[config.mk]
export PLATFORM = sky130hd
export DESIGN_NAME = cdie_clk_req_ack_ctrl
export DESIGN_NICKNAME = d
export VERILOG_FILES = /design/src/rtl/cdie_clk_req_ack_ctrl.sv
export SDC_FILE = /design/constraint.sdc
export NUM_CORES = 1
export LEC_CHECK = 0
export ABC_CLOCK_PERIOD_IN_PS = 1800
export CORE_MARGIN = 3
export CORE_UTILIZATION = 50
export DETAILED_ROUTE_END_ITERATION = 16
export PLACE_DENSITY_LB_ADDON = 0.12
export SKIP_LAST_GASP = 1
export SYNTH_ARGS = -nofsm -noshare
export SYNTH_HDL_FRONTEND = slang
export SYNTH_SLANG_ARGS = --single-unit
[constraint.sdc]
create_clock -name local_half_bridge_clk -period 1.8 [get_ports local_half_bridge_clk]
set_clock_uncertainty 0.2 [all_clocks]
set_input_delay 0.27 -clock local_half_bridge_clk [delete_from_list [all_inputs] [get_ports local_half_bridge_clk]]
set_output_delay 0.27 -clock local_half_bridge_clk [all_outputs]
set_load 0.05 [all_outputs]
[src/rtl/cdie_clk_req_ack_ctrl.sv]
// Clock-request responder: per-channel sync, ramp FSM, ack.
// Ports: clk_req in, clk_ack/ch_state/ch_busy/abort_pulse/all_ack out.
module cdie_clk_req_ack_ctrl #(
    parameter int N_CH        = 3,
    parameter int SYNC_STAGES = 2,
    parameter int ON_DLY      = 4,
    parameter int OFF_DLY     = 2,
    parameter int CNT_W       = 8
) (
    input  logic                local_half_bridge_clk,
    input  logic                local_half_bridge_rst,
    input  logic [N_CH-1:0]     clk_req,
    output logic [N_CH-1:0]     clk_ack,
    output logic [2*N_CH-1:0]   ch_state,
    output logic [N_CH-1:0]     ch_busy,
    output logic [N_CH-1:0]     abort_pulse,
    output logic                all_ack
);

    localparam int MAX_DLY =
        (ON_DLY > OFF_DLY) ? ON_DLY : OFF_DLY;

    if ((2 ** CNT_W) < MAX_DLY) begin : g_cnt_chk
        $error("CNT_W too small for ramp delay");
    end
    if (SYNC_STAGES < 2) begin : g_sync_chk
        $error("SYNC_STAGES must be >= 2");
    end
    if (ON_DLY < 1 || OFF_DLY < 1) begin : g_dly_chk
        $error("ON_DLY and OFF_DLY must be >= 1");
    end

    typedef enum logic [1:0] {
        OFF       = 2'd0,
        RAMP_UP   = 2'd1,
        ON        = 2'd2,
        RAMP_DOWN = 2'd3
    } state_t;

    localparam logic [CNT_W-1:0] ON_LD  = CNT_W'(ON_DLY - 1);
    localparam logic [CNT_W-1:0] OFF_LD = CNT_W'(OFF_DLY - 1);

    for (genvar i = 0; i < N_CH; i++) begin : g_ch
        logic [SYNC_STAGES-1:0] sync_q;
        state_t                 state_q;
        logic [CNT_W-1:0]       cnt_q;
        logic                   ack_q;
        logic                   abort_q;
        logic                   req_s;

        assign req_s = sync_q[SYNC_STAGES-1];

        always_ff @(posedge local_half_bridge_clk) begin
            if (local_half_bridge_rst) begin
                sync_q  <= '0;
                state_q <= OFF;
                cnt_q   <= '0;
                ack_q   <= 1'b0;
                abort_q <= 1'b0;
            end else begin
                sync_q  <= {sync_q[SYNC_STAGES-2:0], clk_req[i]};
                abort_q <= 1'b0;
                unique case (state_q)
                    OFF: begin
                        if (req_s) begin
                            state_q <= RAMP_UP;
                            cnt_q   <= ON_LD;
                        end
                    end
                    RAMP_UP: begin
                        // Reversal wins over an expiring count.
                        if (!req_s) begin
                            state_q <= OFF;
                            abort_q <= 1'b1;
                        end else if (cnt_q == '0) begin
                            state_q <= ON;
                            ack_q   <= 1'b1;
                        end else begin
                            cnt_q <= cnt_q - 1'b1;
                        end
                    end
                    ON: begin
                        if (!req_s) begin
                            state_q <= RAMP_DOWN;
                            cnt_q   <= OFF_LD;
                        end
                    end
                    RAMP_DOWN: begin
                        if (req_s) begin
                            state_q <= ON;
                            abort_q <= 1'b1;
                        end else if (cnt_q == '0) begin
                            state_q <= OFF;
                            ack_q   <= 1'b0;
                        end else begin
                            cnt_q <= cnt_q - 1'b1;
                        end
                    end
                    default: state_q <= OFF;
                endcase
            end
        end

        assign clk_ack[i]          = ack_q;
        assign abort_pulse[i]      = abort_q;
        assign ch_state[2*i +: 2]  = state_q;
        // RAMP_UP and RAMP_DOWN are the odd encodings.
        assign ch_busy[i]          = state_q[0];
    end

    assign all_ack = &clk_ack;

endmodule
==> metrics.txt <==
outcome=finished with violations; failing checks=setup timing; die area=4730 um2; fin. max-slew vios=0; area leader, netlist=dfxtp_1; Max Cap Viol=0; Worst slew margin=0.584; Std-Cell Core Area=3740 um2; Cells after Synth=209; Clock Latency Late Sink=0.30 ns; EDFF count, synth=0; Clock Tree Buf Depth=2; HP Class=flop to flop; nets@finish=279; top post-synthesis cells by area=dfxtp_1 43%, mux2i_1 4.1%, nor2_1 4.0%; Die W=68.8 um; most common cell in the netlist=dfxtp_1; H-Tree Depth=2; vias=1,682; commonest cells in the netlist=42 x dfxtp_1, 21 x nor2_1, 14 x a21oi_1; Mean Syn Cell Area=9.43 um2; fill count=264; Final Hold Fails=0; PortBufs=20; initial antenna violation count=0; Starting Density=0.526; Critical Path Fanout Max=6; CTS clk-pin slew, worst paths=0.08 ns; CTS tree=built; Pre-antenna DRT Iters=5; Mapped Nets=220; Startpoint Class=flop; via count of the first global-routing pass=1,603; io pins=21; clk root buf=clkbuf_8; internal power=0.00152 W; routed len/inst=14.3 um; peak supply drop=0.000670 V; sequential fraction of the synthesis area=0.427; Setup crit end kind=flop; top_reg_cell synth=dfxtp_1; Syn-to-layout area delta=41.0%; final core utilization=0.742; row count=22; DRT Wirelength=4540 um; crit path kind=flop to flop; setup ws final=-0.0493 ns; Peak Freq=541 MHz; worst-margin pin slew=0.619 ns; Die H=68.8 um; GR Util All Layers=0.206; hold buffer count at cts=0; min cycle time layout=1.85 ns; PwrDens=765 nW/um2; sw frac=0.286; Clk pwr share=0.296; first-pass GRT wire length=7200 um; Pwr Total=0.00212 W; Final GP Congestion=0.805; crit path DAT=1.81 ns; Sequential Power Share=0.481; DP HPWL=3080 um; Congestion Overflow GR=0; Place WS=-0.173 ns; layout cells sized above 1=0.435; largest net degree at the start of global routing=25; Residual DRC=0; Syn. warnings=0; Yosys cell types=50; DRT antenna net count=0; fin cells=317; initial DRC count=67; antenna cells=0; Async S/R FF share, synth=0; Logic pwr share=0.223; Final Cycle Share=1.03; Final setup viols=8; top-area cell type share of the netlist area=0.427; Sink Count=42; Worst Path Required=1.76 ns; RSZ-0062 raised after global routing=true; Synth Cell Area=1970 um2; Switch Pwr=0.000608 W; DR vias/cell=5.31; Inst Count DP=300; cts bufs inserted=5; total leakage power=1.10 nW; Synth Register Bits=42
cells by family (layout without fill, tap and decap cells):
kind of cell	count (synthesis)	after routing	share of synthesized area
muxes	8	8	0.0406
and+or+nand+nor	64	64	0.187
adders and majority gates	6	6	0.0381
DFF	42	42	0.427
AOI/OAI and AO/OA	49	49	0.176
buffers and inverters	28	88	0.0749
xor gates and xnor gates	12	12	0.0571
cell type report:
cell class | count | area (um2) | share of cell area
sequential | 42 | 857 | 0.309
inverter | 13 | 48.8 | 0.0176
clock buffer | 7 | 86.3 | 0.0311
tap | 48 | 60.1 | 0.0216
timing repair buffer | 67 | 571 | 0.205
multi-input combinational | 139 | 1150 | 0.414
clock inverter | 1 | 5.00 | 0.00180
power by group through the flow:
| stage | Combinational (W) | Clock [W] | Sequential, W |
|---|---|---|---|
| after floorplan | 0.000250 | 0 | 0.00104 |
| after global placement | 0.000374 | 0 | 0.00103 |
| after detailed placement | 0.000386 | 0 | 0.00104 |
| after CTS | 0.000418 | 0.000650 | 0.00102 |
| after global routing | 0.000517 | 0.000689 | 0.00103 |
| final | 0.000474 | 0.000629 | 0.00102 |
worst max-delay path, stage by stage (launching register included):
cell and delay, ns:
dfxtp_2 0.33, inv_2 0.07, ha_4 0.12, or4bb_4 0.49
o211ai_1 0.18, buf_4 0.16, or3_4 0.12, a21oi_2 0.05
state kept, by name, summed over array words and instances (netlist names), named ones only:
register	count
g_ch.cnt_q	24
g_ch.sync_q	6
g_ch.ack_q	3
g_ch.state_q	3
g_ch.abort_q	3
through the flow:
stage	area, um2	hold slack (ns)	TNS [ns]
after floorplan	2000	0.198	-0.233
after global placement	2450	0.222	-0.192
after detailed placement	2450	0.228	-0.877
after CTS	2650	0.246	-0.292
after global routing	2780	0.261	-0.897
final	2780	0.240	-0.226
routing by layer:
metal	global-route usage	vias up	part of all wire
met5	0	-	0
met4	0.0803	0	0.016
met3	0.0535	6	0.037
met2	0.342	30	0.50
met1	0.255	793	0.45
li1	-	853	-
path summary, 6_finish.rpt:
check	from	cells after the start	endpoint	slack [ns]
setup / recovery	g_ch[1].cnt_q[1]	7	g_ch[1].cnt_q[5]	-0.05
hold / removal	g_ch[0].sync_q[0]	1	g_ch[0].sync_q[1]	0.24
setup reg to reg	g_ch[1].cnt_q[1]	7	g_ch[1].cnt_q[5]	-0.05
hold reg to reg	g_ch[0].sync_q[0]	1	g_ch[0].sync_q[1]	0.24
cells in the final DEF (no fill, tap or decap), types with 3 or more instances in the layout:
cell / n
ha_1: 4
xnor2_1: 5
a211oi_1: 3
a21oi_1: 10
nor2b_1: 7
o31ai_1: 4
and3_1: 3
xor2_1: 6
a21oi_2: 4
nand2_1: 4
mux2i_1: 8
nor2_1: 19
nor3_1: 7
clkdlybuf4s50_1: 4
inv_1: 7
clkbuf_8: 6
inv_2: 6
buf_12: 4
o21ai_1: 3
buf_4: 57
dfxtp_2: 7
or3_4: 4
dfxtp_1: 33
what timing repair did:
item | 4_1_cts | 5_1_grt
setup buffers | 5 | 4
resized for setup | 17 | 26
setup endpoints to repair | 16 | 28
endpoints found under the hold margin | 0 | 0
pin swaps | 9 | 11
Power figures use the tool's default switching activity.
